`config.mk`:
```
export PLATFORM = sky130hd
export DESIGN_NAME = keypad_scanner_flat
export DESIGN_NICKNAME = d
export VERILOG_FILES = /design/src/rtl/keypad_if.sv /design/src/rtl/keypad_scanner.sv /design/src/flat_wrapper.sv
export SDC_FILE = /design/constraint.sdc
export NUM_CORES = 1
export LEC_CHECK = 0
export CORE_ASPECT_RATIO = 0.75
export CORE_MARGIN = 5
export CORE_UTILIZATION = 55
export CTS_CLUSTER_SIZE = 14
export DETAILED_ROUTE_END_ITERATION = 8
export DONT_BUFFER_PORTS = 1
export HOLD_SLACK_MARGIN = 0.02
export PLACE_DENSITY_LB_ADDON = 0.05
export SLEW_MARGIN = 5
export SYNTH_ARGS = -nofsm -noshare
export SYNTH_HDL_FRONTEND = slang
export SYNTH_SLANG_ARGS = --single-unit
```
`constraint.sdc`:
```
create_clock -name clk -period 7.2 [get_ports clk]
set_clock_uncertainty 0.05 [all_clocks]
set_input_delay 0 -clock clk [delete_from_list [all_inputs] [get_ports clk]]
set_output_delay 0 -clock clk [all_outputs]
set_load 0.005 [all_outputs]
```
`src/rtl/keypad_if.sv`:
```
// keypad_if: keypad column drive, row readback and debounced key-event signals.
interface keypad_if;
  logic [3:0] scanData;
  logic [2:0] columnSel;
  logic       keyValid;
  logic [3:0] keyCode;
  logic       keyPressed;
  modport master (input scanData, output columnSel, keyValid, keyCode, keyPressed);
  modport slave (output scanData, input columnSel, keyValid, keyCode, keyPressed);
endinterface

```
`src/rtl/keypad_scanner.sv`:
```
// keypad_scanner: 3x4 keypad column scanner with frame-based debounce, ghost rejection and one pulse per press.
module keypad_scanner #(
  parameter int SCAN_DIV = 1000,
  parameter int DEBOUNCE_FRAMES = 4
) (
  input logic clk,
  input logic rst,
  keypad_if.master kp
);
  localparam int DW = $clog2(SCAN_DIV);
  localparam int CW = $clog2(DEBOUNCE_FRAMES + 1);
  localparam logic [DW-1:0] DLAST = DW'(SCAN_DIV - 1);
  localparam logic [CW-1:0] DF = CW'(DEBOUNCE_FRAMES);
  // snapshot bit 4*col+row -> key code
  localparam logic [47:0] MAP = {4'hB, 4'h9, 4'h6, 4'h3, 4'h0, 4'h8, 4'h5, 4'h2, 4'hA, 4'h7, 4'h4, 4'h1};
  typedef enum logic [1:0] {IDLE, DEBOUNCE, HELD} state_t;
  state_t state_q, state_d;
  logic [DW-1:0] dwell_q, dwell_d;
  logic [2:0] col_q, col_d;
  logic [11:0] snap_q, snap_d;
  logic [3:0] cand_q, cand_d, code_q, code_d, key;
  logic [CW-1:0] cnt_q, cnt_d, rel_q, rel_d;
  logic valid_q, valid_d, pressed_q, pressed_d, last, frame_end, single;
  always_comb begin
    last = dwell_q == DLAST;
    frame_end = last && col_q[2];
    dwell_d = last ? '0 : dwell_q + 1'b1;
    col_d = last ? {col_q[1:0], col_q[2]} : col_q;
    snap_d = snap_q;
    for (int i = 0; i < 3; i++) if (last && col_q[i]) snap_d[4*i +: 4] = kp.scanData;
    single = $countones(snap_d) == 1;
    key = 4'h0;
    for (int i = 0; i < 12; i++) if (snap_d[i]) key = MAP[4*i +: 4];
    state_d = state_q;
    cand_d = cand_q;
    cnt_d = cnt_q;
    rel_d = rel_q;
    code_d = code_q;
    valid_d = 1'b0;
    pressed_d = pressed_q;
    if (frame_end) begin
      case (state_q)
        IDLE: if (single) begin
          cand_d = key;
          cnt_d = CW'(1);
          state_d = DEBOUNCE;
        end
        DEBOUNCE: if (!single) begin
          state_d = IDLE;
          cnt_d = '0;
        end else begin
          cand_d = key;
          cnt_d = key == cand_q ? cnt_q + 1'b1 : CW'(1);
        end
        HELD: begin
          rel_d = |snap_d ? '0 : rel_q + 1'b1;
          if (rel_d == DF) begin
            state_d = IDLE;
            pressed_d = 1'b0;
            rel_d = '0;
          end
        end
        default: state_d = IDLE;
      endcase
      // covers both the normal count-up and the immediate accept when one frame suffices
      if (state_d == DEBOUNCE && cnt_d == DF) begin
        state_d = HELD;
        code_d = cand_d;
        valid_d = 1'b1;
        pressed_d = 1'b1;
        cnt_d = '0;
        rel_d = '0;
      end
    end
  end
  always_ff @(posedge clk) begin
    if (rst) begin
      state_q <= IDLE;
      dwell_q <= '0;
      col_q <= 3'b001;
      snap_q <= '0;
      cand_q <= '0;
      cnt_q <= '0;
      rel_q <= '0;
      code_q <= '0;
      valid_q <= 1'b0;
      pressed_q <= 1'b0;
    end else begin
      state_q <= state_d;
      dwell_q <= dwell_d;
      col_q <= col_d;
      snap_q <= snap_d;
      cand_q <= cand_d;
      cnt_q <= cnt_d;
      rel_q <= rel_d;
      code_q <= code_d;
      valid_q <= valid_d;
      pressed_q <= pressed_d;
    end
  end
  assign kp.columnSel = col_q;
  assign kp.keyValid = valid_q;
  assign kp.keyCode = code_q;
  assign kp.keyPressed = pressed_q;
endmodule
```
`src/flat_wrapper.sv`:
```
// flat-port wrapper written by rule: the top's interface ports become plain ports
module keypad_scanner_flat 
#(
  parameter int SCAN_DIV = 1000,
  parameter int DEBOUNCE_FRAMES = 4
)
  (clk, rst, kp_scanData, kp_columnSel, kp_keyValid, kp_keyCode, kp_keyPressed);
  keypad_if kp_i ();
  input logic clk;
  input logic rst;
  input wire logic [$bits(kp_i.scanData)-1:0] kp_scanData;
  output wire logic [$bits(kp_i.columnSel)-1:0] kp_columnSel;
  output wire logic [$bits(kp_i.keyValid)-1:0] kp_keyValid;
  output wire logic [$bits(kp_i.keyCode)-1:0] kp_keyCode;
  output wire logic [$bits(kp_i.keyPressed)-1:0] kp_keyPressed;
  assign kp_i.scanData = kp_scanData;
  assign kp_columnSel = kp_i.columnSel;
  assign kp_keyValid = kp_i.keyValid;
  assign kp_keyCode = kp_i.keyCode;
  assign kp_keyPressed = kp_i.keyPressed;
  keypad_scanner #(.SCAN_DIV(SCAN_DIV), .DEBOUNCE_FRAMES(DEBOUNCE_FRAMES)) u_core (.clk(clk), .rst(rst), .kp(kp_i));
endmodule
```
==> impl_metrics.json <==
{
  "synth_top_area_cell": "dfxtp_1",
  "gp_congestion": 0.798,
  "ctsResizeCount": 0,
  "fin_cells": 366,
  "finalHoldViolCount": 0,
  "period_share_pct": 91.4,
  "rows": 22,
  "dp_hpwl_mm": 4.07,
  "hold_path_depth": 2,
  "synthArstFlopShare_pct": 0,
  "ff2ff_path_depth": 23,
  "path_buf_inv": 5,
  "cts_buffers": 5,
  "drive_gt1_share_pct": 11.1,
  "final_common_cell": "nor2_1",
  "synthToLayoutAreaGrowth_pct": 8.63,
  "slowest_stage": "fa_1",
  "core_mm2": 0.00479,
  "syn_nets": 332,
  "overflow": 0,
  "hold_slack_ns": 0.0467,
  "dieArea_mm2": 0.00636,
  "cts.htree.levels": 2,
  "drc": 0,
  "tns_ns": 0,
  "die_h_um": 70.3,
  "start_kind": "flip-flop",
  "yosys-top-cells-area": "dfxtp_1 32%, ha_1 9.4%, nor2_1 6.2%",
  "drt-initial-drc-count": 94,
  "maxSlewViolCount": 0,
  "cts_root_buf": "clkbuf_8",
  "cts_tree": "built",
  "synth_cells": 299,
  "route.vias.total": 2021,
  "max_stage_delay_ns": 0.51,
  "total_power_uw": 449,
  "finalNetCount": 338,
  "grt_use_met1_pct": 29.9,
  "clockBufferDepth": 2,
  "power.density_mw_per_mm2": 155,
  "seq_area_frac_synth_pct": 32.3,
  "reg2reg_slack_ns": 0.62,
  "mostFrequentLayoutCells": "44 x nor2_1, 43 x dfxtp_1, 26 x inv_1, 21 x nand2_1, 20 x ha_1",
  "cp_common_cell": "fa_1",
  "max_freq_ghz": 0.152,
  "numClockSinks": 43,
  "ir_worst_vdd_v": 0.000125,
  "grt_util_met2_pct": 26.1,
  "dpl.cell_count": 351,
  "cp.depth": 23,
  "first_pass_iters": 4,
  "grt_start_max_net_pins": 36,
  "yosys_warnings": 0,
  "antenna_found_initial": 0,
  "crit_chain": "ha_1 -> and3_1 -> nand4_4 -> mux2_1 -> inv_1 -> ha_1 -> inv_1 -> fa_1 -> fa_1 -> inv_1 -> fa_1 -> ha_1 -> fa_1 -> or2_2 -> a2111oi_2 -> buf_4 -> and4b_1 -> nand2_1 -> a221oi_1 -> nand4_1 -> buf_4 -> a31oi_1 -> nor2_1",
  "fin_util_pct": 60.5,
  "setup_violations": 0,
  "worstPathMaxFanout": 12,
  "worst_slew_pin_slew_ns": 0.604,
  "grt_usage_pct": 19.5,
  "fin_crit_ns": 6.58,
  "p_leak_uw": 0.00131,
  "port-buffer-count": 0,
  "clk_latency_ns": 0.30,
  "grt_pass1_wl_mm": 9.95,
  "synth_cell_types": 54,
  "worstHoldPathType": "in2reg",
  "critPathArrivalTime_ns": 6.73,
  "ys_ff_latch": 43,
  "clkSlewWorstSetupHoldPaths_ns": 0.09,
  "synth_area_mm2": 0.00267,
  "status": "completed",
  "top_usage_layer": "met1",
  "worstPathRequired_ns": 7.35,
  "diodes": 0,
  "initial_core_util_pct": 55.7,
  "relSlewSlack_pct": 59.8,
  "synth_edf_count": 0,
  "die_w_um": 90.4,
  "crit_family": "adder cells",
  "cp-end-kind": "flip-flop",
  "wirelength_mm": 5.67,
  "drt-wirelength-per-cell_um": 15.5,
  "path_class": "reg2reg",
  "grtUsageMet3_pct": 5.81,
  "rsz0062_at_grt": "false",
  "synth_top_area_share_pct": 32.3,
  "viasPerCell": 5.52,
  "drtAntennaViolNets": 0,
  "synthFlopType": "dfxtp_1",
  "synth.avg_cell_area_um2": 8.93,
  "ios": 15,
  "max_cap_violations": 0,
  "grt_pass1_vias": 1899
}
metrics by stage:
stage / instance area [um^2] / setup WS [ns]
floorplan: 2670 / 1.26
global placement: 2700 / 0.831
detailed placement: 2700 / 0.688
CTS: 2900 / 0.646
global route: 2900 / 0.235
finish: 2900 / 0.618
worst paths after layout:
kind	start	endpoint
min reg2reg	u_core.cnt_q[1]$_SDFFE_PP0P_	u_core.cnt_q[1]$_SDFFE_PP0P_
max reg2reg	u_core.dwell_q[0]$_SDFF_PP0_	u_core.rel_q[1]$_SDFFE_PP0P_
min	rst	u_core.dwell_q[1]$_SDFF_PP0_
max	u_core.dwell_q[0]$_SDFF_PP0_	u_core.rel_q[1]$_SDFFE_PP0P_
metal layers:
layer  up-vias  part of all wire (%)
met5         -                     0
met4         0                  0.78
met2        49                    39
met3         5                   5.8
li1       1031                     -
met1       936                    54
area by class of cell:
cell class | instances | area [um^2]
timing repair buffer | 10 | 103
clock inverter | 3 | 46.3
inverter | 29 | 109
fill | 436 | 1890
sequential | 43 | 861
clock buffer | 5 | 68.8
tap | 60 | 75.1
multi-input combinational | 216 | 1640
power by group:
part	switching [uW]	internal, uW	total, uW
Sequential	1.43	239	240
Combinational	7.22	5.05	12.3
Clock	91.3	105	196
cells in the mapped netlist (all sizes together) (5+ instances only):
master and count:
ha 20, clkbuf 6, nand3 14, fa 7
mux2 9, dfxtp 43, buf 5, inv 29
o21ai 7, mux2i 15, xor2 8, a21oi 17
nand2 21, nor2 44
flip-flops by register name, summed over array words and instances, names as in the netlist:
name and flops:
u_core.cand_q 4, u_core.kp.keyValid 1, u_core.state_q 2, u_core.cnt_q 3, u_core.snap_q 12, u_core.rel_q 3
u_core.kp.keyPressed 1, u_core.dwell_q 10, u_core.kp.keyCode 4, u_core.kp.columnSel 3
timing repair:
item	4_1_cts	5_1_grt
hold buffers	7	0
endpoints found under the hold margin	34	0
buffers inserted	0	0
cell families (layout without fill, tap and decap cells):
family | after synthesis | in the layout | synth area share, %
simple gates | 107 | 107 | 20.3
compound gates | 46 | 46 | 12.1
flops | 43 | 43 | 32.3
buf+inv | 40 | 47 | 6.66
fa+ha+maj | 27 | 27 | 14.6
mux | 24 | 24 | 10.0
xor+xnor | 12 | 12 | 3.94
No activity file was read; power rests on OpenSTA's default activity.
